<file path="src/rtl/fifo_gen2_if.sv">
// FIFO handshake bundle: producer/consumer signals plus occupancy status.
interface fifo_gen2_if #(
  parameter int unsigned FIFO_WIDTH = 16,
  parameter int unsigned FIFO_DEPTH = 8
);
  localparam int unsigned CW = $clog2(FIFO_DEPTH + 1);

  logic                  wr_en;
  logic [FIFO_WIDTH-1:0] data_in;
  logic                  rd_en;
  logic [FIFO_WIDTH-1:0] data_out;
  logic                  rd_valid;
  logic                  wr_ack;
  logic                  overflow;
  logic                  underflow;
  logic                  full;
  logic                  empty;
  logic                  almostfull;
  logic                  almostempty;
  logic [CW-1:0]         count;

  modport master (
    output wr_en, data_in, rd_en,
    input  data_out, rd_valid, wr_ack, overflow, underflow,
           full, empty, almostfull, almostempty, count
  );

  modport slave (
    input  wr_en, data_in, rd_en,
    output data_out, rd_valid, wr_ack, overflow, underflow,
           full, empty, almostfull, almostempty, count
  );
endinterface

</file>
<file path="src/rtl/fifo_gen2.sv">
// Synchronous FIFO, arbitrary depth, registered or first-word-fall-through read,
// with per-cycle status pulses and occupancy flags decoded from a registered count.
module fifo_gen2 #(
  parameter int unsigned FIFO_WIDTH = 16,
  parameter int unsigned FIFO_DEPTH = 8,
  parameter int unsigned AF_THRESH  = FIFO_DEPTH - 1,
  parameter int unsigned AE_THRESH  = 1,
  parameter int unsigned FWFT       = 0
) (
  input logic         clk,
  input logic         rst_n,
  fifo_gen2_if.slave  fifo_if
);
  localparam int unsigned CW = $clog2(FIFO_DEPTH + 1);
  localparam int unsigned PW = $clog2(FIFO_DEPTH);

  logic [FIFO_WIDTH-1:0] mem_q [FIFO_DEPTH];

  logic [PW-1:0] wr_ptr_q, wr_ptr_d;
  logic [PW-1:0] rd_ptr_q, rd_ptr_d;
  logic [CW-1:0] count_q, count_d;
  logic          wr_ack_q, overflow_q, underflow_q;
  logic          full_c, empty_c, wr_accept_c, rd_accept_c;

  assign full_c      = (count_q == CW'(FIFO_DEPTH));
  assign empty_c     = (count_q == '0);
  assign wr_accept_c = fifo_if.wr_en && !full_c;
  assign rd_accept_c = fifo_if.rd_en && !empty_c;

  // Pointer wrap uses an explicit compare so non-power-of-two depths work.
  always_comb begin
    wr_ptr_d = wr_ptr_q;
    rd_ptr_d = rd_ptr_q;
    count_d  = count_q;
    if (wr_accept_c) begin
      wr_ptr_d = (wr_ptr_q == PW'(FIFO_DEPTH - 1)) ? '0 : wr_ptr_q + PW'(1);
    end
    if (rd_accept_c) begin
      rd_ptr_d = (rd_ptr_q == PW'(FIFO_DEPTH - 1)) ? '0 : rd_ptr_q + PW'(1);
    end
    unique case ({wr_accept_c, rd_accept_c})
      2'b10:   count_d = count_q + CW'(1);
      2'b01:   count_d = count_q - CW'(1);
      default: count_d = count_q;
    endcase
  end

  always_ff @(posedge clk or negedge rst_n) begin
    if (!rst_n) begin
      wr_ptr_q    <= '0;
      rd_ptr_q    <= '0;
      count_q     <= '0;
      wr_ack_q    <= 1'b0;
      overflow_q  <= 1'b0;
      underflow_q <= 1'b0;
    end else begin
      wr_ptr_q    <= wr_ptr_d;
      rd_ptr_q    <= rd_ptr_d;
      count_q     <= count_d;
      wr_ack_q    <= wr_accept_c;
      overflow_q  <= fifo_if.wr_en && !wr_accept_c;
      underflow_q <= fifo_if.rd_en && !rd_accept_c;
    end
  end

  // Storage is deliberately not reset; pointers make stale words unreachable.
  always_ff @(posedge clk) begin
    if (wr_accept_c) begin
      mem_q[wr_ptr_q] <= fifo_if.data_in;
    end
  end

  generate
    if (FWFT == 0) begin : g_reg_rd
      logic [FIFO_WIDTH-1:0] data_out_q;
      logic                  rd_valid_q;

      always_ff @(posedge clk or negedge rst_n) begin
        if (!rst_n) begin
          data_out_q <= '0;
          rd_valid_q <= 1'b0;
        end else begin
          rd_valid_q <= rd_accept_c;
          if (rd_accept_c) begin
            data_out_q <= mem_q[rd_ptr_q];
          end
        end
      end

      assign fifo_if.data_out = data_out_q;
      assign fifo_if.rd_valid = rd_valid_q;
    end else begin : g_fwft
      // Head word is presented straight from storage; rd_en acts as pop.
      assign fifo_if.data_out = mem_q[rd_ptr_q];
      assign fifo_if.rd_valid = !empty_c;
    end
  endgenerate

  assign fifo_if.wr_ack      = wr_ack_q;
  assign fifo_if.overflow    = overflow_q;
  assign fifo_if.underflow   = underflow_q;
  assign fifo_if.full        = full_c;
  assign fifo_if.empty       = empty_c;
  assign fifo_if.almostfull  = (count_q >= CW'(AF_THRESH)) && !full_c;
  assign fifo_if.almostempty = (count_q <= CW'(AE_THRESH)) && !empty_c;
  assign fifo_if.count       = count_q;
endmodule

</file>
<file path="src/flat_wrapper.sv">
// flat-port wrapper written by rule: the top's interface ports become plain ports
module fifo_gen2_flat 
#(
  parameter int unsigned FIFO_WIDTH = 16,
  parameter int unsigned FIFO_DEPTH = 8,
  parameter int unsigned AF_THRESH  = FIFO_DEPTH - 1,
  parameter int unsigned AE_THRESH  = 1,
  parameter int unsigned FWFT       = 0
)
  (clk, rst_n, fifo_if_wr_en, fifo_if_data_in, fifo_if_rd_en, fifo_if_data_out, fifo_if_rd_valid, fifo_if_wr_ack, fifo_if_overflow, fifo_if_underflow, fifo_if_full, fifo_if_empty, fifo_if_almostfull, fifo_if_almostempty, fifo_if_count);
  fifo_gen2_if #(.FIFO_WIDTH(FIFO_WIDTH), .FIFO_DEPTH(FIFO_DEPTH)) fifo_if_i ();
  input logic clk;
  input logic rst_n;
  input wire logic [$bits(fifo_if_i.wr_en)-1:0] fifo_if_wr_en;
  input wire logic [$bits(fifo_if_i.data_in)-1:0] fifo_if_data_in;
  input wire logic [$bits(fifo_if_i.rd_en)-1:0] fifo_if_rd_en;
  output wire logic [$bits(fifo_if_i.data_out)-1:0] fifo_if_data_out;
  output wire logic [$bits(fifo_if_i.rd_valid)-1:0] fifo_if_rd_valid;
  output wire logic [$bits(fifo_if_i.wr_ack)-1:0] fifo_if_wr_ack;
  output wire logic [$bits(fifo_if_i.overflow)-1:0] fifo_if_overflow;
  output wire logic [$bits(fifo_if_i.underflow)-1:0] fifo_if_underflow;
  output wire logic [$bits(fifo_if_i.full)-1:0] fifo_if_full;
  output wire logic [$bits(fifo_if_i.empty)-1:0] fifo_if_empty;
  output wire logic [$bits(fifo_if_i.almostfull)-1:0] fifo_if_almostfull;
  output wire logic [$bits(fifo_if_i.almostempty)-1:0] fifo_if_almostempty;
  output wire logic [$bits(fifo_if_i.count)-1:0] fifo_if_count;
  assign fifo_if_i.wr_en = fifo_if_wr_en;
  assign fifo_if_i.data_in = fifo_if_data_in;
  assign fifo_if_i.rd_en = fifo_if_rd_en;
  assign fifo_if_data_out = fifo_if_i.data_out;
  assign fifo_if_rd_valid = fifo_if_i.rd_valid;
  assign fifo_if_wr_ack = fifo_if_i.wr_ack;
  assign fifo_if_overflow = fifo_if_i.overflow;
  assign fifo_if_underflow = fifo_if_i.underflow;
  assign fifo_if_full = fifo_if_i.full;
  assign fifo_if_empty = fifo_if_i.empty;
  assign fifo_if_almostfull = fifo_if_i.almostfull;
  assign fifo_if_almostempty = fifo_if_i.almostempty;
  assign fifo_if_count = fifo_if_i.count;
  fifo_gen2 #(.FIFO_WIDTH(FIFO_WIDTH), .FIFO_DEPTH(FIFO_DEPTH), .AF_THRESH(AF_THRESH), .AE_THRESH(AE_THRESH), .FWFT(FWFT)) u_core (.clk(clk), .rst_n(rst_n), .fifo_if(fifo_if_i));
endmodule
</file>
<file path="config.mk">
export PLATFORM = sky130hd
export DESIGN_NAME = fifo_gen2_flat
export DESIGN_NICKNAME = d
export VERILOG_FILES = /design/src/rtl/fifo_gen2_if.sv /design/src/rtl/fifo_gen2.sv /design/src/flat_wrapper.sv
export SDC_FILE = /design/constraint.sdc
export NUM_CORES = 1
export LEC_CHECK = 0
export ABC_AREA = 1
export ABC_CLOCK_PERIOD_IN_PS = 2090
export CAP_MARGIN = 20
export CORE_ASPECT_RATIO = 0.8
export CORE_MARGIN = 2
export CORE_UTILIZATION = 53
export DETAILED_ROUTE_END_ITERATION = 8
export PLACE_DENSITY = 0.77
export SLEW_MARGIN = 40
export SYNTH_ARGS = -nofsm -noshare
export SYNTH_HDL_FRONTEND = slang
export SYNTH_SLANG_ARGS = --single-unit
</file>
<file path="constraint.sdc">
create_clock -name clk -period 2.09 [get_ports clk]
set_input_delay 0.3135 -clock clk [delete_from_list [all_inputs] [get_ports clk]]
set_output_delay 0.3135 -clock clk [all_outputs]
set_load 0.03 [all_outputs]
</file>
==> run_summary.xml <==
<?xml version="1.0" encoding="UTF-8"?>
<metrics>
  <group name="setup_path">
    <metric name="timing.critical_path.arrival" unit="ns">1.65</metric>
    <metric name="path_delay_family" unit="">flip-flops</metric>
    <metric name="cp_slowest_cell" unit="">sky130_fd_sc_hd__dfrtp_2</metric>
    <metric name="worst_setup_path_start_kind" unit="">register</metric>
    <metric name="endpoint_kind" unit="">output port</metric>
    <metric name="cp.buffers_inverters" unit="">4</metric>
    <metric name="worstSetupPathType" unit="">reg -&gt; out</metric>
    <metric name="cpPeakStageDelay" unit="ns">0.43</metric>
    <metric name="critical_path.max_fanout" unit="">4</metric>
    <metric name="ff2ff_setup_slack" unit="ns">0.15</metric>
    <metric name="timing.critical_path.cells" unit="">buf_4, ha_1, nand2_1, inv_1, o21ai_0, inv_1, buf_2</metric>
    <metric name="critical_path.most_common_cell" unit="">sky130_fd_sc_hd__inv_1</metric>
    <metric name="critical_path_required" unit="ns">1.78</metric>
  </group>
  <group name="timing">
    <metric name="tightestPinTransition" unit="ns">0.6633</metric>
    <metric name="fin_worst_skew" unit="ns">0.007049</metric>
    <metric name="finalHoldViolCount" unit="">0</metric>
    <metric name="report.final.setup_viol" unit="">0</metric>
    <metric name="layout_min_cycle_time" unit="ns">1.967</metric>
    <metric name="final.period_utilization" unit="">0.9412</metric>
    <metric name="grt_setup_unrepaired" unit="">true</metric>
    <metric name="clock.fmax" unit="MHz">508.3</metric>
    <metric name="max_slew_margin" unit="">0.5550</metric>
    <metric name="report.final.slew_viol_count" unit="">0</metric>
    <metric name="worst_slack" unit="ns">0.1228</metric>
  </group>
  <group name="floorplanning">
    <metric name="start_util" unit="">0.5368</metric>
    <metric name="die_y" unit="um">105.6</metric>
    <metric name="core_area" unit="sq mm">0.01273</metric>
    <metric name="floorplan.die_area" unit="sq mm">0.01382</metric>
    <metric name="site_row_count" unit="">37</metric>
    <metric name="die_width" unit="um">131.0</metric>
    <metric name="design.portCount" unit="">48</metric>
  </group>
  <group name="synthesis">
    <metric name="yosysWarnings" unit="">0</metric>
    <metric name="syn_nets" unit="">680</metric>
    <metric name="synth_top_flop_cell" unit="">sky130_fd_sc_hd__edfxtp_1</metric>
    <metric name="postSynthAreaPerCell" unit="sq um">10.48</metric>
    <metric name="netlist_top_cells_area" unit="">sky130_fd_sc_hd__edfxtp_1, sky130_fd_sc_hd__nand2_1, sky130_fd_sc_hd__dfrtp_1, sky130_fd_sc_hd__nand3_1, sky130_fd_sc_hd__inv_1</metric>
    <metric name="number_of_flops_mapped_to_enable_cells_by_yosys" unit="">128</metric>
    <metric name="fraction_of_registers_with_async_set_or_reset_after_synthesis" unit="">0.1899</metric>
    <metric name="syn_area" unit="sq mm">0.006834</metric>
    <metric name="synth_largest_type_area_fraction" unit="">0.5624</metric>
    <metric name="dominant_cell_type_by_area_after_synthesis" unit="">sky130_fd_sc_hd__edfxtp_1</metric>
    <metric name="postSynthRegisterBits" unit="">158</metric>
    <metric name="postSynthCellCount" unit="">652</metric>
    <metric name="seq_area_frac_synth" unit="">0.6723</metric>
    <metric name="synthDistinctLibCells" unit="">27</metric>
  </group>
  <group name="outcome">
    <metric name="outcome" unit="">finished, final reports clean</metric>
  </group>
  <group name="detailed_routing">
    <metric name="dr_total_vias" unit="">4632</metric>
    <metric name="dr.first_iter.drc_count" unit="">452</metric>
    <metric name="drt.antenna.violating_nets" unit="">0</metric>
    <metric name="wl_per_cell" unit="um">15.97</metric>
    <metric name="postRouteWirelength" unit="mm">14.34</metric>
    <metric name="remaining_drc_errors" unit="">0</metric>
    <metric name="drt_first_pass_iters" unit="">5</metric>
    <metric name="viasPerCell" unit="">5.158</metric>
  </group>
  <group name="place">
    <metric name="detailed_place.area" unit="sq mm">0.007596</metric>
    <metric name="place.detailed.instances" unit="">865</metric>
    <metric name="portBuffers" unit="">47</metric>
    <metric name="place_congestion" unit="">0.7851</metric>
    <metric name="detailed_place_hpwl" unit="mm">8.281</metric>
    <metric name="post-place-ws" unit="ns">0.04531</metric>
  </group>
  <group name="cts">
    <metric name="tritoncts.num_buffers" unit="">17</metric>
    <metric name="cts_root_buffer" unit="">sky130_fd_sc_hd__clkbuf_16</metric>
    <metric name="clock_latency_on_the_worst_skew_pair" unit="ns">0.43</metric>
    <metric name="tritoncts" unit="">built</metric>
    <metric name="cts_max_path_buffers" unit="">2</metric>
    <metric name="cts_num_sinks" unit="">158</metric>
    <metric name="cts.clk_slew.worst_paths" unit="ns">0.06</metric>
    <metric name="clock_tree.htree_level_count" unit="">4</metric>
  </group>
  <group name="pwr">
    <metric name="fin_total_pwr" unit="uW">11810</metric>
    <metric name="power.net_switching" unit="uW">4299</metric>
    <metric name="max-vdd-ir-drop" unit="V">0.0007973</metric>
    <metric name="comb_power_share" unit="">0.361</metric>
    <metric name="p_per_area" unit="mW/mm^2">1437</metric>
    <metric name="sw_frac_of_total" unit="">0.3640</metric>
    <metric name="pint" unit="uW">7512</metric>
    <metric name="p_seq_frac" unit="">0.364</metric>
    <metric name="total_leakage_power" unit="uW">0.003605</metric>
    <metric name="power.share.clock" unit="">0.276</metric>
  </group>
  <group name="run">
    <metric name="cap_viol_max_count" unit="">0</metric>
  </group>
  <group name="global_routing">
    <metric name="overflow" unit="">0</metric>
    <metric name="maximum_number_of_pins_on_one_net_before_global_route_repair" unit="">66</metric>
    <metric name="grt_antenna_before_repair" unit="">0</metric>
    <metric name="via_count_of_the_first_global_routing_pass" unit="">4564</metric>
    <metric name="grt_pass1_wl" unit="mm">22.79</metric>
    <metric name="groute.usage.overall" unit="">0.2251</metric>
  </group>
  <group name="finish">
    <metric name="final_cell_area" unit="sq mm">0.008217</metric>
    <metric name="areaGrowthSynthToFinish" unit="%">20.23</metric>
    <metric name="layout.cells.non_filler" unit="">898</metric>
    <metric name="antennaDiodeCount" unit="">0</metric>
    <metric name="core_occupancy_in_the_finished_layout" unit="">0.6454</metric>
    <metric name="nets" unit="">739</metric>
    <metric name="drive_above_1_share" unit="">0.1079</metric>
  </group>
  <group name="min_path">
    <metric name="hold_class" unit="">in -&gt; async</metric>
  </group>
</metrics>
-- path summary, 6_finish.rpt --
kind,from,end,cells after the start
max,u_core.fifo_if.count[1],fifo_if_almostfull,7
min,rst_n,u_core.fifo_if.underflow,2
max reg2reg,u_core.fifo_if.count[1],u_core.fifo_if.count[2],11
min reg2reg,u_core.fifo_if.data_out[0],u_core.fifo_if.data_out[0],2
max in group asynchronous,rst_n,u_core.fifo_if.count[1],2
min in group clk,u_core.fifo_if.data_out[0],u_core.fifo_if.data_out[0],2
-- cells in the mapped netlist, types with 3 or more instances --
library cell	n
sky130_fd_sc_hd__edfxtp_1	128
sky130_fd_sc_hd__buf_6	4
sky130_fd_sc_hd__ha_1	8
sky130_fd_sc_hd__clkbuf_1	3
sky130_fd_sc_hd__nor2_1	9
sky130_fd_sc_hd__nor2_8	3
sky130_fd_sc_hd__inv_1	112
sky130_fd_sc_hd__dfrtp_1	30
sky130_fd_sc_hd__o21ai_0	6
sky130_fd_sc_hd__o21ai_1	3
sky130_fd_sc_hd__nand3_1	100
sky130_fd_sc_hd__inv_2	5
sky130_fd_sc_hd__buf_4	9
sky130_fd_sc_hd__nand2_1	206
sky130_fd_sc_hd__buf_2	11
-- cell type report --
class | instances | area, sq um
Fill cell | 950 | 4514
Inverter | 120 | 455.4
Clock buffer | 19 | 432.9
Tap cell | 175 | 219.0
Sequential cell | 158 | 4598
Timing Repair Buffer | 67 | 700.7
Clock inverter | 12 | 187.7
Multi-Input combinational cell | 347 | 1623
-- routing by layer --
metal / wire (um) / GRT usage / vias up
li1: - / - / 2203
met5: 0 / 0 / -
met4: 293 / 0.09119 / 0
met1: 5993 / 0.2930 / 2216
met3: 987 / 0.05482 / 31
met2: 7064 / 0.3638 / 182
-- flip-flops by register name, summed over array words and instances, names as in the netlist --
name / cells
u_core.fifo_if.wr_ack: 1
u_core.fifo_if.count: 4
u_core.fifo_if.data_out: 16
u_core.fifo_if.overflow: 1
u_core.fifo_if.rd_valid: 1
u_core.fifo_if.underflow: 1
u_core.wr_ptr_q: 3
u_core.mem_q: 128
u_core.rd_ptr_q: 3
-- cell usage in the layout (no fill, tap or decap), types with 3 or more instances in the layout --
| cell type | n |
|---|---|
| sky130_fd_sc_hd__nand2_1 | 206 |
| sky130_fd_sc_hd__buf_4 | 12 |
| sky130_fd_sc_hd__nand3_1 | 100 |
| sky130_fd_sc_hd__clkbuf_16 | 17 |
| sky130_fd_sc_hd__dfrtp_2 | 3 |
| sky130_fd_sc_hd__o21ai_0 | 6 |
| sky130_fd_sc_hd__clkdlybuf4s50_1 | 42 |
| sky130_fd_sc_hd__nor2_8 | 3 |
| sky130_fd_sc_hd__buf_2 | 4 |
| sky130_fd_sc_hd__edfxtp_1 | 128 |
| sky130_fd_sc_hd__dfrtp_1 | 27 |
| sky130_fd_sc_hd__inv_2 | 6 |
| sky130_fd_sc_hd__inv_1 | 111 |
| sky130_fd_sc_hd__o21ai_1 | 3 |
| sky130_fd_sc_hd__ha_1 | 8 |
| sky130_fd_sc_hd__nor2_2 | 8 |
| sky130_fd_sc_hd__buf_12 | 8 |
| sky130_fd_sc_hd__bufinv_16 | 4 |
| sky130_fd_sc_hd__clkinvlp_4 | 4 |
-- logic make-up after synthesis --
| group | synth area share |
|---|---|
| xor gates and xnor gates | 0.003845 |
| adders and majority gates | 0.01465 |
| and+or+nand+nor | 0.2074 |
| AOI/OAI and AO/OA | 0.008971 |
| buffers and inverters | 0.09282 |
| DFF | 0.6723 |
-- stage by stage --
stage	TNS [ns]	hold WS (ns)
6_report	0	0.3750
5_1_grt	-0.02285	0.4193
4_1_cts	0	0.4814
3_5_place_dp	0	0.4326
3_3_place_gp	0	0.4225
2_1_floorplan	-5.278	0.01791
-- power groups by stage --
stage | logic [uW] | clock network (uW) | registers (uW)
finish | 4260 | 3260 | 4300
global route | 4680 | 3430 | 4350
CTS | 4270 | 3300 | 4300
detailed placement | 4230 | 0 | 4350
global placement | 4070 | 0 | 4330
floorplan | 2470 | 0 | 4740
-- what timing repair did --
item | 4_1_cts | 5_1_grt
buffers inserted | 0 | 1
hold buffers | 1 | 0
endpoints found under the hold margin | 30 | 0
endpoints found under the setup margin | 4 | 5
resized for setup | 15 | 6
pin swaps | 0 | 0
gates cloned | 0 | 0
No activity file was read; power rests on OpenSTA's default activity.
